File: config.mk
export PLATFORM = sky130hd
export DESIGN_NAME = fixed_point_delta_decoder
export DESIGN_NICKNAME = d
export VERILOG_FILES = /design/src/rtl/fixed_point_delta_decoder.sv
export SDC_FILE = /design/constraint.sdc
export NUM_CORES = 1
export LEC_CHECK = 0
export CAP_MARGIN = 20
export CORE_MARGIN = 4
export CORE_UTILIZATION = 44
export CTS_CLUSTER_SIZE = 30
export DETAILED_ROUTE_END_ITERATION = 16
export GPL_TIMING_DRIVEN = 0
export HOLD_SLACK_MARGIN = 0.06
export PLACE_DENSITY = 0.75
export SLEW_MARGIN = 20
export SYNTH_ARGS = -nofsm -noshare
export SYNTH_HDL_FRONTEND = slang
export SYNTH_SLANG_ARGS = --single-unit
File: constraint.sdc
create_clock -name clk -period 2.2 [get_ports clk]
set_input_delay 0.44 -clock clk [delete_from_list [all_inputs] [get_ports clk]]
set_output_delay 0.44 -clock clk [all_outputs]
set_load 0.1 [all_outputs]
File: src/rtl/fixed_point_delta_decoder.sv
// Streaming fixed-point delta decoder.
// Rebuilds absolute Q(WIO.WFO) samples from signed Q(WI.WF) differences by
// running accumulation. The output is a single registered stage with a
// valid/ready handshake on both sides, giving full throughput.
// Optional feature macro: DELTA_DEC_SATURATE_EN. When it is defined, an
// overflowing result clamps to the format limit. When it is undefined, the
// result wraps in two's complement.
module fixed_point_delta_decoder #(
    parameter int WI   = 4,
    parameter int WF   = 4,
    parameter int WIO  = 8,
    parameter int WFO  = 4,
    parameter int CNTW = 8
) (
    input  logic                   clk,
    input  logic                   rst,
    input  logic                   in_valid,
    output logic                   in_ready,
    input  logic [WI+WF-1:0]       delta_in,
    input  logic                   first,
    output logic                   out_valid,
    input  logic                   out_ready,
    output logic [WIO+WFO-1:0]     sample_out,
    output logic                   overFlow,
    output logic [CNTW-1:0]        sample_cnt
);

    localparam int OW = WIO + WFO;

    typedef enum logic {EMPTY = 1'b0, FULL = 1'b1} state_t;

    state_t                 state_q, state_d;
    // The output register doubles as the running accumulator: both are
    // loaded with the same value on every accept and cleared by reset.
    logic signed [OW-1:0]   acc_q, acc_d;
    logic                   ovf_q, ovf_d;
    logic [CNTW-1:0]        cnt_q, cnt_d;

    logic                   accept;
    logic                   consume;
    logic signed [WI+WF-1:0] delta_s;
    logic signed [OW:0]     delta_ext;
    logic signed [OW:0]     aligned;
    logic signed [OW:0]     acc_ext;
    logic signed [OW:0]     next_val;
    logic                   ovf;

`ifdef DELTA_DEC_SATURATE_EN
    // Clamp to the signed format limit when the extended sum left the range.
    function automatic logic [OW-1:0] limit_result(input logic signed [OW:0] v,
                                                   input logic ovf_flag);
        logic [OW-1:0] r;
        if (ovf_flag) begin
            r = v[OW] ? {1'b1, {(OW-1){1'b0}}} : {1'b0, {(OW-1){1'b1}}};
        end else begin
            r = v[OW-1:0];
        end
        return r;
    endfunction
`else
    // Two's-complement wrap: drop the guard bit.
    function automatic logic [OW-1:0] limit_result(input logic signed [OW:0] v,
                                                   input logic ovf_flag);
        logic unused_flag;
        unused_flag = ovf_flag;
        return v[OW-1:0];
    endfunction
`endif

    // Handshake: the single output register can take new data whenever it is
    // empty or being drained in this same cycle.
    always_comb begin
        in_ready = (state_q == EMPTY) || out_ready;
        accept   = in_valid && in_ready;
        consume  = (state_q == FULL) && out_ready;
    end

    // Datapath: align the delta to the output fraction, add to the
    // accumulator (or reseed on a key sample) and detect overflow from the
    // guard bit.
    always_comb begin
        delta_s   = delta_in;
        delta_ext = (OW+1)'(delta_s);
        aligned   = delta_ext <<< (WFO - WF);
        acc_ext   = {acc_q[OW-1], acc_q};
        next_val  = first ? aligned : (acc_ext + aligned);
        ovf       = next_val[OW] ^ next_val[OW-1];
    end

    // Next-state logic for the output register, sample counter and FSM.
    always_comb begin
        state_d = state_q;
        acc_d   = acc_q;
        ovf_d   = ovf_q;
        cnt_d   = cnt_q;
        if (accept) begin
            acc_d = limit_result(next_val, ovf);
            ovf_d = ovf;
            cnt_d = first ? CNTW'(1) : (cnt_q + CNTW'(1));
        end
        case (state_q)
            EMPTY:   if (accept) state_d = FULL;
            FULL:    if (consume && !accept) state_d = EMPTY;
            default: state_d = EMPTY;
        endcase
    end

    // State registers; reset also discards any pending output sample.
    always_ff @(posedge clk) begin
        if (rst) begin
            state_q <= EMPTY;
            acc_q   <= '0;
            ovf_q   <= 1'b0;
            cnt_q   <= '0;
        end else begin
            state_q <= state_d;
            acc_q   <= acc_d;
            ovf_q   <= ovf_d;
            cnt_q   <= cnt_d;
        end
    end

    assign out_valid  = (state_q == FULL);
    assign sample_out = acc_q;
    assign overFlow   = ovf_q;
    assign sample_cnt = cnt_q;

endmodule

### Word-level counts from Yosys, hierarchy flattened

Cells that the tools add are included.
Widths: inputs -> output; s select.

* register bits: 22
* word-level logic and storage cells: 18
* input port bits: 13
* output and inout port bits: 23

* mux-type cells: 5
* reductions and logical operators: 5
* bitwise operators: 2
* add/subtract/negate cells: 2

Operators by type and width (number)
* $add 12x8->13: 1
* $mux 13: 1
* $add 8x1->8 const B: 1
* $mux 8: 1
* $logic_and 1x1->1: 3
* $mux 1: 2
* $pmux 1 s2: 1
* $logic_not 1->1: 1
* $logic_or 1x1->1: 1
* $not 1->1: 1
* $xor 1x1->1: 1

### Depth between registers and ports, before layout

Gate-level depths: netlist of run 1.

* depth in word-level cells: 7
* mapped depth: 8
* depth with buffers taken out: 8

### Worst setup path before layout of run 1

Ideal clock, no wire load.

* kind: reg2reg
* start point: reg state_q, in the netlist out_valid
* end point: reg acc_q[9], in the netlist sample_out[9]
* stages on the path, launching flop included: 7
* arrival: 2.813 ns
* setup slack: -0.737 ns
* setup time: 0.124 ns
* path buffers: 1
* required time: 2.076 ns
* period minus slack after synthesis: 2.937 ns
* cells stage by stage: dfxtp_1 -> nand2b_1 -> and2_1 -> clkbuf_1 -> and3_1 -> a21oi_1 -> o22ai_1

* cells in the longest elaborated chain, start to end: 3

RTL lines
* from (decl): RTL line 32 `state_t state_q, state_d;`
* from (signal assigned): RTL line 116 `state_q <= state_d;`
* $not 1->1
* $logic_or 1x1->1: RTL line 73 `in_ready = (state_q == EMPTY) || out_ready;`
* net in_ready: RTL line 18 `output logic in_ready,`
* $logic_and 1x1->1: RTL line 74 `accept = in_valid && in_ready;`
* to (signal assigned): RTL line 112 `acc_q <= '0;`
* to (signal assigned): RTL line 117 `acc_q <= acc_d;`
* to (decl): RTL line 35 `logic signed [OW-1:0] acc_q, acc_d;`

The timed path passes the listed nets, and every way through them passes these cells.
A chain may end at the register's enable or synchronous reset.

### Final worst setup path of run 1

* start point: in delta_in[0]
* end point: reg ovf_q, in the netlist overFlow

* cells in the longest elaborated chain, start to end: 3

RTL lines
* from (decl): RTL line 19 `input logic [WI+WF-1:0] delta_in,`
* $add 12x8->13: RTL line 86 `next_val = first ? aligned : (acc_ext + aligned);`
* $mux 13: RTL line 86
* $xor 1x1->1: RTL line 87 `ovf = next_val[OW] ^ next_val[OW-1];`
* to (signal assigned): RTL line 118 `ovf_q <= ovf_d;`
* to (decl): RTL line 36 `logic ovf_q, ovf_d;`

No other way between the ends.

==> results.md, run 1 <==
- Antenna violations before repair: 0
- Final period util: 98.8%
- RSZ-0062 raised after global routing: true
- Grt ovf: 0
- Met3 Wirelength: between 200 and 250 µm
- Slew headroom: between 30 and 40%
- Critical path's slowest cell: fa_2
- Syn Area/Cell: 8.57 µm²
- Critical Path, Cell by Cell: clkdlybuf4s15_1 > ha_4 > fa_2 > a21o_1 > a221oi_4 > o21ai_2 > o22ai_2 > mux2_4 > o21ai_2
- Ys Warns: 0
- Distinct cells, synth: slightly above 40
- Row count: 20
- Mapped Area: around 1400 µm²
- Post-Syn Instances: 169
- H-tree depth: 1
- Synth Register Bits: 22
- Setup Viol. Count Final: 0
- Wirelength per Cell: 15.4 µm
- Synth top area cells: dfxtp_1 30%, ha_1 11%, a21oi_1 6.6%, xor2_1 5.4%, nor2_1 3.9%
- Critical path capture point type: flip-flop
- Inst Count DP: ~250
- CP arrival: 2450 ps
- First-pass GRT wire length: approximately 6.4 mm
- GRT Overall Usage: 18.8%
- Initial Utilization: a little under half
- Critical Path Most Common Cell: o21ai_2
- Vias in the first global route: about 1400
- FMAX: around 0.46 GHz
- Pleak: slightly above 0.0009 µW
- Cts bufs inserted: 3
- Async set or reset register ratio after synthesis: 0%
- Area grow syn2layout: 41.6%
- Detailed-placement wirelength estimate: between 2 and 3 mm
- Max-cap violation count: 0
- Worst slew pin tran: about 990 ps
- Post-Syn Nets: 196
- Share of the synthesized area in the top cell type: 30.4%
- Fin cells: ~260
- CP Launch Type: primary input
- Remaining antenna violation count after routing: 0
- Worst Path Max Fanout: 3
- Hold WC Path Type: primary input to flip-flop
- Final hold vios: 0
- Core area: 3100 µm²
- Chip width: 65.4 µm
- Crit path buf inv count: 1
- Sink Count: 22
- DR WL met2: 1.98 mm
- DRT Pass-1 Iters: 5
- Antenna diode count: 0
- Setup Skew: approximately 3.6 ps
- VDD IR max: approximately 0.32 mV
- Vias: around 1400
- Seq/Total Area, Yosys: 30.4%
- Maximum clock path buffer count: 2
- Die area: 4280 µm²
- Largest net degree at the start of global routing: 14
- Final Util: around 66%
- Overall routed net length: roughly 3.9 mm
- Final Slew Violations: 0
- Synth top cells by count: 22 x dfxtp_1, 19 x a21oi_1, 15 x nor2_1
- Outcome: finished, final reports clean
- Met1 wire length: approximately 1.6 mm
- Via density: between 5 and 6
- IO Pins: 36
- DR iter-0 viols: 57
- CTS tree: yes
- Top cell type by total area after synthesis: dfxtp_1
- CTS root buffer: clkbuf_4
- Die Ht: about 65 µm
- Critical path's largest stage delay: ~360 ps
- Buffers on Ports: 34
- PwrDens: about 640 nW/µm²
- Delay-heaviest family, CP: compound AO/OA/AOI/OAI gates
- Prevailing post-synth register cell: dfxtp_1
- Tmin final: ~2200 ps
- Final hold slack: around 350 ps
- Crit Path Class: primary input to flip-flop
- Most common cell in the netlist: dfxtp_1
- Clk slew on worst S/H paths: about 140 ps
- Clk_lat worst skew: around 320 ps
- Total Nets Final: 240
- Share of layout cells above drive strength 1: between 20 and 30%
- Residual DRC: 0
- Top Layer Used: met4
- Post-synth EDFFs: 0
- CP Data Required Time: approximately 2500 ps
- Final RePlAce weighted congestion: about 0.9
## cell usage in the layout (no fill, tap or decap), drive strengths merged
master / count
ha: 13
xor2: 9
dlygate4sd2: 23
nor3: 3
nand3: 1
mux2i: 2
nor2: 15
a21oi: 19
and2: 1
and3b: 1
fa: 1
o22ai: 2
inv: 2
o211ai: 4
clkbuf: 7
clkdlybuf4s15: 3
a31o: 1
o21a: 3
o21ba: 1
nand2b: 1
o21ai: 14
nand2: 13
dfxtp: 22
a211o: 1
or4: 1
a21o: 7
mux2: 1
clkdlybuf4s50: 8
a211oi: 4
nand3b: 2
buf: 9
and3: 5
o31ai: 1
xnor2: 4
or3: 3
nand4: 4
a221oi: 1
## routing by layer
layer / vias up / GRT usage, %
met2: 50 / 34.4
li1: 708 / -
met1: 682 / 21.6
met3: 8 / 3.42
met4: 0 / 6.74
met5: - / 0
## per-stage QoR
step           cell area, µm²  TNS [ps]  power, µW  worst slack (ps)
2_1_floorplan            1510     -10.7        871             -10.7
3_3_place_gp             1900     -3140        985              -566
3_5_place_dp             1900     -3550        998              -598
4_1_cts                  1990         0       1280              14.8
5_1_grt                  2050      -146       1370             -53.3
6_report                 2050         0       1310              26.4
## sequential cells by signal (all words and copies together) (netlist names)
register,flops
sample_out,12
out_valid,1
sample_cnt,8
overFlow,1
## final cells by class
class                   instances  area [µm²]
multi-input cells             138        1080
fillers                       263        1050
flip-flops and latches         22         468
repair buffers                 39         354
well taps                      44        55.1
clock buffers                   4        47.5
plain buffers                   7        36.3
inverters                       2        7.51
## power breakdown
group	switching (µW)	internal (µW)	total (µW)
Clock	140	139	279
Combinational	375	202	578
Sequential	24.5	425	450
## cells by family (layout without fill, tap and decap cells)
logic type / Yosys count / in the layout / synth area share [%]
compound gates: 58 / 58 / 27.0
xor+xnor: 13 / 13 / 7.86
fa+ha+maj: 14 / 14 / 12.6
buf+inv: 9 / 52 / 3.02
flops: 22 / 22 / 30.4
mux: 3 / 3 / 2.16
simple gates: 50 / 50 / 16.9
## final timing paths
check | end | depth (start not counted) | slack (ps) | start
worst max-delay path | overFlow | 9 | 30 | delta_in[0]
worst min-delay path | sample_out[8] | 2 | 350 | rst
worst max register to register | overFlow | 8 | 40 | sample_out[0]
worst min register to register | overFlow | 2 | 500 | overFlow
## what timing repair did
item	4_1_cts	5_1_grt
endpoints found under the setup margin	29	4
pin swaps	1	8
gates resized for setup	34	14
hold buffers	0	0
buffers inserted	2	3
(Power assumes the default switching activity.)
==> run 2, diff against run 1 <==
clock period = 1.95 ns   (was 2.2 ns; I/O delays follow)
==> run 2 against run 1 <==
  * Global-route usage up 1.3 points
  * Clock-buffer cell count did not move
  * Die area is the same
  * Sequential share of layout area fell by 0.17 points
  * Worst setup slack got worse by 210 ps
  * Critical path type unchanged
  * Highest routed layer unchanged
  * Final cell count grew 1.6%
  * Register-to-register slack worse by 190 ps
  * Combinational power up 18%
  * Hold slack got worse by 63 ps
  * Routed wire length down 0.36%
  * Power rose by 15%
  * Utilization rose by 1.9 points
  * The flow now finishes with violations (setup timing)
==> results.md, run 2 (synthesis results as in run 1) <==
- Outcome: complete, but fails checks
- Failing checks: setup timing
- Combinational Power Share: 45.5% (+1.3 points)
- Max-cap violation count: 0 (unchanged)
- DR iter-0 viols: 46 (-19%)
- FF/Latch Area: 478 µm² (+2.1%)
- Final RePlAce weighted congestion: 0.914 (+1.6%)
- Most common cell after layout, fill and taps aside: nor2_1
- CP Data Required Time: 2210 ps (-260 ps)
- Detailed-placement wirelength estimate: 2.82 mm (-0.11%)
- Met3 Wirelength: 164 µm (-27%)
- Largest net degree at the start of global routing: 14 (unchanged)
- DRT Pass-1 Iters: 4 (-1)
- First-pass GRT wire length: 6.78 mm (+6.0%)
- Hold WC Path Type: primary input to flip-flop
- Psw: 616 µW (+14%)
- Slew headroom: 36.7% (+2.1 points)
- Die Ht: 65.4 µm (unchanged)
- H-tree depth: 1 (unchanged)
- GRT Overall Usage: 20.1% (+1.3 points)
- PwrDens: 711 nW/µm² (+12%)
- Final period util: 109%
- Multi-input gate area: 1120 µm² (+3.8%)
- Chip width: 65.4 µm (unchanged)
- FF-to-FF path depth: 8 (unchanged)
- Most frequent cells in the layout: 15 x nor2_1, 14 x a21oi_1, 13 x nand2_1
- Hold depth: 2 (unchanged)
- Tmin final: roughly 2100 ps
- Total internal power: 886 µW (+16%)
- Residual DRC: 0 (unchanged)
- CP arrival: 2390 ps (-60 ps)
- CP Launch Type: primary input
- Flop pwr share: 33.9% (-0.5 points)
- Row count: 20 (unchanged)
- Maximum clock path buffer count: 2 (unchanged)
- Post-CTS Hold Buffers: 0 (unchanged)
- Initial Utilization: 46.7% (unchanged)
- Core area: 3100 µm² (unchanged)
- Cts bufs inserted: 3 (unchanged)
- Antenna violations before repair: 0 (unchanged)
- Critical path capture point type: flip-flop
- Sw Share: 41.0% (-0.33 points)
- Overall routed net length: 3.92 mm (-0.36%)
- Die area: 4280 µm² (unchanged)
- Via density: 5.51 (-2.6%)
- IO Pins: 36 (unchanged)
- Clk_lat worst skew: 320 ps (about the same)
- Worst slew pin tran: 953 ps (-32.3 ps)
- Antenna diode count: 0 (unchanged)
- CTS root buffer: clkbuf_4
- Final hold vios: 0 (unchanged)
- FMAX: 0.469 GHz
- FILL cells: 274 (+4.2%)
- Total Nets Final: 244 (+1.7%)
- Area grow syn2layout: 45.8%
- Sink Count: 22 (unchanged)
- Met1 wire length: 1.70 mm (+3.4%)
- RSZ-0062 raised after global routing: true
- Share of layout cells above drive strength 1: 35.2% (+10 points)
- Grt ovf: 0 (unchanged)
- Clock Power Share: 20.6% (-0.8 points)
- Clk slew on worst S/H paths: 140 ps (about the same)
- Top Layer Used: met4
- Setup Viol. Count Final: 5 (+5)
- Pleak: 0.000883 µW (-3.4%)
- Wirelength per Cell: 15.1 µm (-1.9%)
- Vias in the first global route: 1482 (+2.3%)
- Remaining antenna violation count after routing: 0 (unchanged)
- Vias: 1433 (-1.0%)
- Buffers on Ports: 34 (unchanged)
- Tot Pwr: 1500 µW (+15%)
- Cell area after layout: 2110 µm² (+2.9%)
- VDD IR max: 0.343 mV (+7.6%)
- Setup Skew: 9.94 ps (+6.35 ps)
- Number of flip-flops in the largest register: 12 (unchanged)
- Final worst-path setup slack: -180 ps (-207 ps)
- Crit Path Class: primary input to flip-flop
- Final Slew Violations: 0 (unchanged)
- Area after DPL: 1940 µm² (+2.3%)
- DR WL met2: 1.94 mm (-2.4%)
- Worst Path Max Fanout: 5 (+2)
- CTS tree: yes
[run 2: worst max-delay path: stages]
cell,delay [ps]
clkdlybuf4s50_1,550
ha_4,260
and3_2,200
a221oi_4,290
o21ai_2,110
o22ai_2,170
mux2_4,320
o21ai_2,100
[run 2: path summary, 6_finish.rpt]
| path | from | end | slack [ps] |
|---|---|---|---|
| worst min-delay path | rst | sample_out[10] | 290 |
| worst max-delay path | delta_in[5] | overFlow | -180 |
| worst min register to register | sample_cnt[7] | sample_cnt[7] | 500 |
| worst max register to register | sample_out[0] | overFlow | -150 |
[run 2: per-layer routing]
layer,track usage (%),up-vias
met5,0,-
met2,34.6,39
met3,2.91,13
li1,-,714
met4,10.4,0
met1,24.1,667
[run 2: power groups by stage]
stage                     registers, µW  logic (µW)  clock network, µW
after floorplan                     711         283                  0
after global placement              514         611                  0
after detailed placement            516         622                  0
after CTS                           509         663                318
after global routing                514         730                342
final                               509         683                309
[run 2: layout make-up]
type,instances,share of cell area (%)
Timing Repair Buffer,43,17.2
Sequential cell,22,22.6
Buffer,7,1.72
Tap cell,44,2.61
Inverter,2,0.355
Multi-Input combinational cell,138,53.3
Clock buffer,4,2.25
[run 2: timing repair]
action	in CTS	in global routing
resized for setup	71	21
setup endpoints to repair	31	19
setup buffers	7	2
pin swaps	4	8
[run 2: through the flow]
step                      hold WS [ps]  TNS, ps  setup slack, ps  util (%)  std cells
after floorplan                    511     -538             -245         -        169
after global placement             466    -5500             -745      62.7        247
after detailed placement           475    -5990             -805      62.7        247
after CTS                          292     -621             -242      68.3        258
after global routing               286    -1060             -276      68.1        260
final                              288     -509             -180      68.1        260
